[src/rtl/sd_resp_rx.sv]
// sd_resp_rx: hunts for and deserialises the 48-bit SD CMD-line response (R1/R3/R6/R7), checking framing and (optionally) CRC7.
// Latency: resp_valid pulses one clk after the strobe that samples the end bit, or the strobe that exhausts the start-bit wait.
// Backpressure: none; arm is dropped while busy, and results hold until the next completion.
// Optional feature macro: SD_RESP_CRC_EN builds the CRC7 generator and comparison (otherwise resp_crc_err is tied low).
module sd_resp_rx #(
    parameter int TIMEOUT_CYCLES = 64
) (
    input  logic        clk,
    input  logic        rst,
    input  logic        sd_clk_en,
    input  logic        cmd_in,
    input  logic        arm,
    input  logic        crc_skip,
    output logic        busy,
    output logic        resp_valid,
    output logic [5:0]  resp_index,
    output logic [31:0] resp_arg,
    output logic        resp_timeout,
    output logic        resp_crc_err,
    output logic        resp_frame_err
);

    localparam int WCW = $clog2(TIMEOUT_CYCLES + 1);
    localparam logic [WCW-1:0] WAIT_LAST = WCW'(TIMEOUT_CYCLES - 1);

    typedef enum logic [1:0] {
        ST_IDLE  = 2'd0,
        ST_WAIT  = 2'd1,
        ST_SHIFT = 2'd2,
        ST_DONE  = 2'd3
    } state_t;

    state_t          state;
    state_t          state_nxt;
    logic [WCW-1:0]  wait_cnt;
    logic [5:0]      bit_cnt;
    // Holds response bits 46 downwards; the start bit is known to be 0 and is not stored.
    logic [45:0]     shreg;

    logic            arm_acc;
    logic            start_seen;
    logic            wait_expired;
    logic            shift_bit;
    logic            last_bit;
    // Response bits 46..0 as they stand on the strobe that samples the end bit.
    logic [46:0]     frame;
    logic            crc_err_nxt;

    assign arm_acc      = (state == ST_IDLE) && arm;
    assign start_seen   = (state == ST_WAIT) && sd_clk_en && !cmd_in;
    // The start bit takes precedence over a timeout landing on the same strobe.
    assign wait_expired = (state == ST_WAIT) && sd_clk_en && cmd_in && (wait_cnt == WAIT_LAST);
    assign shift_bit    = (state == ST_SHIFT) && sd_clk_en;
    assign last_bit     = shift_bit && (bit_cnt == 6'd47);
    assign frame        = {shreg, cmd_in};

    assign busy       = (state != ST_IDLE);
    assign resp_valid = (state == ST_DONE);

`ifdef SD_RESP_CRC_EN
    logic       skip_q;
    logic [6:0] crc;

    // One serial step of CRC7, generator x^7 + x^3 + 1.
    function automatic logic [6:0] crc7_step(input logic [6:0] c, input logic b);
        logic fb;
        fb = c[6] ^ b;
        return {c[5:0], 1'b0} ^ (fb ? 7'h09 : 7'h00);
    endfunction

    // Latch the per-response skip request when reception is armed.
    always_ff @(posedge clk or posedge rst) begin
        if (rst)
            skip_q <= 1'b0;
        else if (arm_acc)
            skip_q <= crc_skip;
    end

    // Run CRC7 over bits 47..8: the start bit, then the next 39 shifted bits.
    always_ff @(posedge clk or posedge rst) begin
        if (rst)
            crc <= 7'h00;
        else if (arm_acc)
            crc <= 7'h00;
        else if (start_seen)
            crc <= crc7_step(crc, 1'b0);
        else if (shift_bit && (bit_cnt <= 6'd39))
            crc <= crc7_step(crc, cmd_in);
    end

    assign crc_err_nxt = !skip_q && (frame[7:1] != crc);
`else
    logic unused_crc_skip;
    assign unused_crc_skip = crc_skip;
    assign crc_err_nxt     = 1'b0;
`endif

    // State register.
    always_ff @(posedge clk or posedge rst) begin
        if (rst)
            state <= ST_IDLE;
        else
            state <= state_nxt;
    end

    // Next-state selection.
    always_comb begin
        state_nxt = state;
        case (state)
            ST_IDLE: begin
                if (arm)
                    state_nxt = ST_WAIT;
            end
            ST_WAIT: begin
                if (start_seen)
                    state_nxt = ST_SHIFT;
                else if (wait_expired)
                    state_nxt = ST_DONE;
            end
            ST_SHIFT: begin
                if (last_bit)
                    state_nxt = ST_DONE;
            end
            ST_DONE: begin
                state_nxt = ST_IDLE;
            end
            default: state_nxt = ST_IDLE;
        endcase
    end

    // Count idle-high strobes while waiting for the start bit.
    always_ff @(posedge clk or posedge rst) begin
        if (rst)
            wait_cnt <= '0;
        else if (arm_acc)
            wait_cnt <= '0;
        else if ((state == ST_WAIT) && sd_clk_en && cmd_in && !wait_expired)
            wait_cnt <= wait_cnt + WCW'(1);
    end

    // Count received bits, start bit included; saturates at 48.
    always_ff @(posedge clk or posedge rst) begin
        if (rst)
            bit_cnt <= 6'd0;
        else if (arm_acc)
            bit_cnt <= 6'd0;
        else if (start_seen)
            bit_cnt <= 6'd1;
        else if (shift_bit && (bit_cnt < 6'd48))
            bit_cnt <= bit_cnt + 6'd1;
    end

    // Deserialise MSB-first.
    always_ff @(posedge clk or posedge rst) begin
        if (rst)
            shreg <= '0;
        else if (arm_acc)
            shreg <= '0;
        else if (shift_bit)
            shreg <= {shreg[44:0], cmd_in};
    end

    // Result registers: cleared on arm, loaded as the FSM enters DONE, held otherwise.
    always_ff @(posedge clk or posedge rst) begin
        if (rst) begin
            resp_index     <= 6'd0;
            resp_arg       <= 32'd0;
            resp_timeout   <= 1'b0;
            resp_crc_err   <= 1'b0;
            resp_frame_err <= 1'b0;
        end else if (arm_acc) begin
            resp_index     <= 6'd0;
            resp_arg       <= 32'd0;
            resp_timeout   <= 1'b0;
            resp_crc_err   <= 1'b0;
            resp_frame_err <= 1'b0;
        end else if (wait_expired) begin
            resp_index     <= 6'd0;
            resp_arg       <= 32'd0;
            resp_timeout   <= 1'b1;
            resp_crc_err   <= 1'b0;
            resp_frame_err <= 1'b0;
        end else if (last_bit) begin
            resp_index     <= frame[45:40];
            resp_arg       <= frame[39:8];
            resp_timeout   <= 1'b0;
            resp_crc_err   <= crc_err_nxt;
            resp_frame_err <= frame[46] | ~frame[0];
        end
    end

endmodule

[config.mk]
export PLATFORM = sky130hd
export DESIGN_NAME = sd_resp_rx
export DESIGN_NICKNAME = d
export VERILOG_FILES = /design/src/rtl/sd_resp_rx.sv
export SDC_FILE = /design/constraint.sdc
export NUM_CORES = 1
export LEC_CHECK = 0
export ABC_AREA = 1
export CAP_MARGIN = 20
export CORE_UTILIZATION = 30
export DETAILED_ROUTE_END_ITERATION = 8
export MAX_ROUTING_LAYER = met4
export PLACE_DENSITY = 0.46
export SYNTH_ARGS = -nofsm -noshare
export SYNTH_HDL_FRONTEND = slang
export SYNTH_SLANG_ARGS = --single-unit
[constraint.sdc]
create_clock -name clk -period 3.9 [get_ports clk]
set_clock_uncertainty 0.2 [all_clocks]
set_input_delay 0.78 -clock clk [delete_from_list [all_inputs] [get_ports clk]]
set_output_delay 0.78 -clock clk [all_outputs]
set_load 0.01 [all_outputs]
# Word-level counts from Yosys, hierarchy flattened

Cells that the tools add are included.

Add/sub/neg operators: 2
Order comparisons: 1
Eq/ne operators: 8
Multiplexer cells: 26
Reductions and logical operators: 18
Bitwise operators: 2

Operators with widths:

| operator              | count |
|---|---|
| $mux W32              | 3 |
| $mux W46              | 2 |
| $mux W6               | 6 |
| $mux W7               | 2 |
| $logic_and A1 B1 Y1   | 9 |
| $mux W1               | 8 |
| $mux W2               | 4 |
| $pmux W2 S4           | 1 |
| $add A7 B1 Y7 const B | 1 |
| $eq A7 B6 Y1 const B  | 1 |
| $add A6 B1 Y6 const B | 1 |
| $eq A6 B6 Y1 const B  | 1 |
| $lt A6 B6 Y1 const B  | 1 |
| $reduce_bool A2 Y1    | 3 |
| $reduce_bool A3 Y1    | 2 |
| $eq A2 B2 Y1 const B  | 2 |
| $ne A2 B2 Y1 const B  | 2 |
| $ne A3 B3 Y1 const B  | 1 |
| $reduce_and A3 Y1     | 1 |
| $eq A2 B1 Y1 const B  | 1 |
| $logic_not A1 Y1      | 2 |
| $logic_not A2 Y1      | 1 |
| $not A1 Y1            | 1 |
| $or A1 B1 Y1          | 1 |

Input port bits: 6
Register bits: 102

# Longest topological paths before layout

Gate-level depths: netlist of the first run.

Depth after elaboration: 8
Gate-level depth with buffers: 11
Gate-level depth less buffers: 10

# Worst setup path after synthesis of the first run

Ideal clock, no wire load.

Path type: in2reg
Start: in sd_clk_en
End: reg resp_arg[0]
Data required time: 3583 ps
Slack: 2057 ps
Arrival: 1526 ps
Buffers on the path: 1
Library setup time: 117 ps
Stages: 8
Cells stage by stage: nand2_1 nor2_4 nand3_4 nand2_4 inv_6 buf_12 nand2_2 o21ai_2

Word-level cells in the longest chain between the ends: 5
Elaborated cells between the ends (all ways): 8
Those cells by class: mux (2); reduce/logical (6)

RTL lines:

| item                              | line | RTL |
|---|---|---|
| start: declaration                | 10   | `input logic sd_clk_en,` |
| $logic_and A1 B1 Y1 (3 in series) | 52   | `assign wait_expired = (state == ST_WAIT) && sd_clk_en && cmd_in && (wait_cnt == WAIT_LAST);` |
| $mux W32                          | 177  | `end else if (wait_expired) begin` |
| $mux W32                          | 171  | `end else if (arm_acc) begin` |
| end signal: assignment            | 185  | `resp_arg <= frame[39:8];` |
| end: declaration                  | 17   | `output logic [31:0] resp_arg,` |

Parallel ways exist; a longest one is shown, timed or not.
A chain may end at the register's enable or synchronous reset.

# Final worst setup path of the first run

Start: reg state[0]
End: out busy

Word-level cells in the longest chain between the ends: 1

RTL lines:

| item                     | line | RTL |
|---|---|---|
| start: declaration       | 33   | `state_t state;` |
| start signal: assignment | 103  | `state <= state_nxt;` |
| $reduce_bool A2 Y1       | 57   | `assign busy = (state != ST_IDLE);` |
| end: declaration         | 14   | `output logic busy,` |

No other way between the ends.

==> results of run 1 <==
[area by class of cell]
class,instances,area share
Inverter,97,0.0662
Clock inverter,2,0.00178
Multi-Input combinational cell,312,0.297
Clock buffer,13,0.0446
Sequential cell,101,0.450
Timing Repair Buffer,51,0.0931
Tap cell,211,0.0470
[report_power, final]
part / internal (mW) / switching [mW]
Clock: 0.445 / 0.373
Combinational: 0.140 / 0.394
Sequential: 1.09 / 0.0386
Total: 1.68 / 0.806
[stage by stage]
stage	hold WS, ps	setup WS, ps	total power, mW	instances
after floorplan	268	273	1.55	532
after global placement	294	1000	1.68	772
after detailed placement	303	992	1.69	772
after CTS	320	1170	2.53	787
after global routing	327	1100	2.65	787
final	318	1170	2.48	787
[routing by layer]
metal,part of all wire,global-route usage,wire [um]
met5,0,-,0
met4,0.012,0.0394,114
met3,0.037,0.0405,351
met2,0.46,0.209,4360
met1,0.50,0.183,4750
[logic make-up after synthesis]
group                      Yosys count  share of synthesized area
AOI/OAI and AO/OA                   99                      0.129
buffers and inverters              119                      0.115
adders and majority gates            7                     0.0185
DFF                                101                      0.533
other                                1                   0.000791
xor gates and xnor gates             3                    0.00554
and+or+nand+nor                    202                      0.198
[worst min path at each step]
stage / to / slack, ps
final: shreg[7] / 320
after floorplan: bit_cnt[1] / 270
after global placement: bit_cnt[1] / 290
after global routing: shreg[39] / 330
after detailed placement: shreg[7] / 300
after CTS: shreg[7] / 320
[registers in the layout, indices dropped and copies added (netlist names)]
name	flops
shreg	46
resp_arg	32
wait_cnt	7
bit_cnt	6
resp_index	6
state	2
resp_frame_err	1
resp_timeout	1
[worst reg2reg max path, cell delays in order, from the launching register on]
cell,delay (ps)
dfrtp_1,440
inv_1,130
ha_1,200
nand2_1,290
nor2_2,250
nand2_4,100
inv_2,90
nand2_4,60
inv_6,290
nand2_1,110
o21ai_0,90
[cell usage in the layout (no fill, tap or decap), types with 2 or more instances in the layout]
master,instances
dfrtp_1,101
nand2_1,92
inv_1,88
clkdlybuf4s50_1,46
nor2_1,45
o21ai_0,37
nand2_2,34
o21ai_2,30
o21ai_1,16
a21oi_1,14
nand3_1,13
clkbuf_16,9
inv_2,7
ha_1,7
nand4_1,5
xor2_1,3
clkbuf_1,3
buf_4,3
nor2_2,2
nand2_4,2
nor2_4,2
o21bai_1,2
nor3_1,2
clkinv_2,2
buf_12,2
==> results.cfg, run 1 <==
[routing]
via_per_inst = 4.30
dr.first_iter.drc_count = 249
via_count = 3381
ant_nets = 0
drt-pass1-iter-count = 4
drt_wl_total_um = 9570
wl_per_cell_um = 12.2
drc = 0

[sta]
fin_tns_setup_ps = 0
fmax_mhz = 367
drv_slew = 0
hold_viol = 0
relSlewSlack = 0.550
setup_violations = 0
min_period_over_period = 0.699
min_period_ps = 2730
tightestPinTransition_ps = 673
rsz0062_at_grt = no

[floorplan]
die_h_um = 128
core_sq_um = 15300
io_pins = 49
initial_utilization = 0.310
fp-row-count = 45
die_w_um = 128
dieArea_sq_um = 16300

[yosys]
synth_ff_type = dfrtp_1
ys_types = 32
synth_top_cell_area_share = 0.533
synthesis.area_sq_um = 4740
synth_top_cell_by_area = dfrtp_1
synth_common_cells = 101 x dfrtp_1, 92 x nand2_1, 89 x inv_1
synth_edf_count = 0
synth_area_leaders = dfrtp_1 53%, nand2_1 7.3%, inv_1 7.0%
ys_seq_area_frac = 0.533
synth_area_per_cell_sq_um = 8.92
yosysMostFrequentCell = dfrtp_1
ys_ff_latch = 101
synth_warnings = 0
syn_inst = 532
async_reset_ff_frac = 1.00
syn_nets = 545

[clocking]
cts_resized = 0
cts_buffers = 9
cts.hold.buffers_added = 0
clock_latency_ps = 350
cts-root-buf = clkbuf_16
post_cts_buffers = 0
htreeDepth = 3
clkTransAtPathRegs_ps = 70
cts_tree = done
cts_sinks = 101
cts.path.max_buffers = 2

[pwr]
irDropWorstVdd_uv = 269
powerDensity_nw_per_um2 = 442
p_leak_nw = 2.50

[placed_design]
io_buffers = 46
gp_congestion = 0.748
dp_hpwl_um = 6050
placed_area_sq_um = 5360

[critical_path]
r2r-start = state[0]
cp.required_ps = 2920
setup.worst_path.class = reg -> out
critPathMostFrequentCell = inv_1
worstPathCellList = inv_1 -> ha_1 -> inv_1 -> clkdlybuf4s50_1
arrival_ps = 1750
start_kind = flop
worstReg2RegEnd = resp_index[2]
cpPeakStageDelay_ps = 540
ff2ff_setup_slack_ps = 1570
slowest_stage = clkdlybuf4s50_1
worstSetupEndpoint = busy
startpoint = state[0]
r2r_cells = 10
worst-path-buf-inv = 3
path_delay_family = buffers and inverters
endpoint_kind = output port
cp.depth = 4
cp_max_fo = 5

[min_path]
hold_path_class = reg -> reg
min_from = shreg[6]
min_delay_path_depth = 2

[finish]
n_antenna_cell = 0
stdcell_area_sq_um = 5620
drive_above_1_share = 0.172
post-route-util = 0.367
regArea_sq_um = 2530
fillers = 1582
synthToLayoutAreaGrowth_pct = 18.4
multi_input_area_sq_um = 1670
nets = 585

[grt]
grt_max_degree = 68
grt_pass1_vias = 3596
track_usage = 0.140
grt_overflow = 0
grt_pass1_wl_um = 17400
antenna_found_initial = 0

[status]
status = completed

[run]
cap_viol_max_count = 0
(Power assumes the default switching activity.)
==> run 2: changes to the inputs <==
- clock period: 3.9 -> 2.7 ns (I/O delays scaled with it)
==> run 2 against run 1 <==
  * Critical endpoint unchanged
  * Final cell count up 0.76%
  * Clock power up 49%
  * Register-to-register slack worse by 960 ps
==> results.cfg, run 2 (synthesized netlist as in run 1, its figures left out) <==
[floorplan]
die_h_um = 128
dieArea_sq_um = 16300
fp-row-count = 45
core_sq_um = 15300
die_w_um = 128
io_pins = 49
initial_utilization = 0.310

[finish]
fillers = 1601
synthToLayoutAreaGrowth_pct = 20.5
largest_reg_flops = 46
regArea_sq_um = 2530
reg.largest.list = shreg x46, resp_arg x32, wait_cnt x7
top_register = shreg
final_common_cell = dfrtp_1
n_antenna_cell = 0
mostFrequentLayoutCells = 101 x dfrtp_1, 92 x nand2_1, 88 x inv_1
stdcell_area_sq_um = 5720
drive_above_1_share = 0.179
multi_input_area_sq_um = 1670
post-route-util = 0.373
instances_no_fill = 793
nets = 590

[pwr]
p_leak_nw = 2.53
p_total_mw = 3.71
powerDensity_nw_per_um2 = 649
irDropWorstVdd_uv = 360

[critical_path]
cp_max_fo = 5
worstPathCellList = inv_1 -> ha_1 -> inv_1 -> clkdlybuf4s50_1
endpoint_kind = output port
cpPeakStageDelay_ps = 540
slowest_stage = clkdlybuf4s50_1
path_delay_family = buffers and inverters
start_kind = flop
cp.required_ps = 1960
arrival_ps = 1730
worst-path-buf-inv = 3
critPathMostFrequentCell = inv_1
setup.worst_path.class = reg -> out

[grt]
grt_max_degree = 47
track_usage = 0.137
grt_pass1_vias = 3481
grt_pass1_wl_um = 17000
antenna_found_initial = 0
grt_overflow = 0

[routing]
drc = 0
dr.first_iter.drc_count = 200
wl_per_cell_um = 12.1
via_count = 3420
ant_nets = 0
drt_wl_total_um = 9610
drt-pass1-iter-count = 4
via_per_inst = 4.31

[placed_design]
io_buffers = 46
dp_cells = 777
dp_hpwl_um = 6160
placed_area_sq_um = 5450
gp_congestion = 0.722

[clocking]
clkTransAtPathRegs_ps = 70
post_cts_buffers = 0
cts.path.max_buffers = 2
cts.hold.buffers_added = 0
cts_buffers = 9
cts_resized = 0
cts_sinks = 101
htreeDepth = 3
cts-root-buf = clkbuf_16
clock_latency_ps = 350
cts_tree = done

[sta]
fmax_mhz = 405
rsz0062_at_grt = no
min_period_ps = 2470
fin_tns_setup_ps = 0
min_period_over_period = 0.915
hold_viol = 0
setup_violations = 0
drv_slew = 0

[run]
cap_viol_max_count = 0

[status]
status = completed

[min_path]
hold_path_class = reg -> reg
==> run 2: changes by cell type in the layout (fill, tap and decap cells not counted), sizes merged <==
cell and change:
clkinvlp +1, clkinv -1, inv -1, buf +5
clkbuf +2
==> run 2: worst reg2reg max path: cells and delay by family (launching register included) <==
kind / cells / cell delay [ps]
flops: 1 / 420
simple gates: 2 / 290
fa+ha+maj: 1 / 220
buf+inv: 4 / 530
compound gates: 2 / 310
==> run 2: area by class of cell <==
type,count,share of cell area
flip-flops and latches,101,0.442
clock inverters,1,0.000875
well taps,211,0.0462
inverters,97,0.0652
multi-input cells,312,0.292
clock buffers,15,0.0468
repair buffers,56,0.107
==> run 2: worst paths after layout <==
path,start,end,slack [ps],cells past startpoint
setup / recovery,state[0],busy,230,4
hold / removal,shreg[39],shreg[39],320,2
setup reg to reg,state[0],bit_cnt[2],610,9
hold reg to reg,shreg[39],shreg[39],320,2
max in group asynchronous,rst,resp_index[3],1360,3
min in group asynchronous,rst,resp_arg[16],370,2
==> run 2: metrics by stage <==
step	setup slack [ps]	hold slack [ps]
after floorplan	756	268
after global placement	312	294
after detailed placement	299	304
after CTS	187	321
after global routing	124	342
final	228	316
==> run 2: layer usage <==
| layer | global-route usage | wire length (um) | vias up | part of all wire |
|---|---|---|---|---|
| li1 | - | - | 1718 | - |
| met1 | 0.172 | 4720 | 1650 | 0.49 |
| met2 | 0.214 | 4470 | 42 | 0.47 |
| met3 | 0.0355 | 324 | 10 | 0.034 |
| met4 | 0.0471 | 98 | 0 | 0.010 |
| met5 | - | 0 | - | 0 |
==> run 2: where the power goes <==
part | switching, mW | internal, mW | total [mW]
combinational | 0.587 | 0.275 | 0.862
sequential | 0.0557 | 1.57 | 1.63
clock | 0.541 | 0.676 | 1.22
==> run 3: changes to the inputs <==
- ABC_CLOCK_PERIOD_IN_PS: not set -> 2700
==> results of run 3 <==
No change in the layout: final DEF, timing and power equal those of run 2.
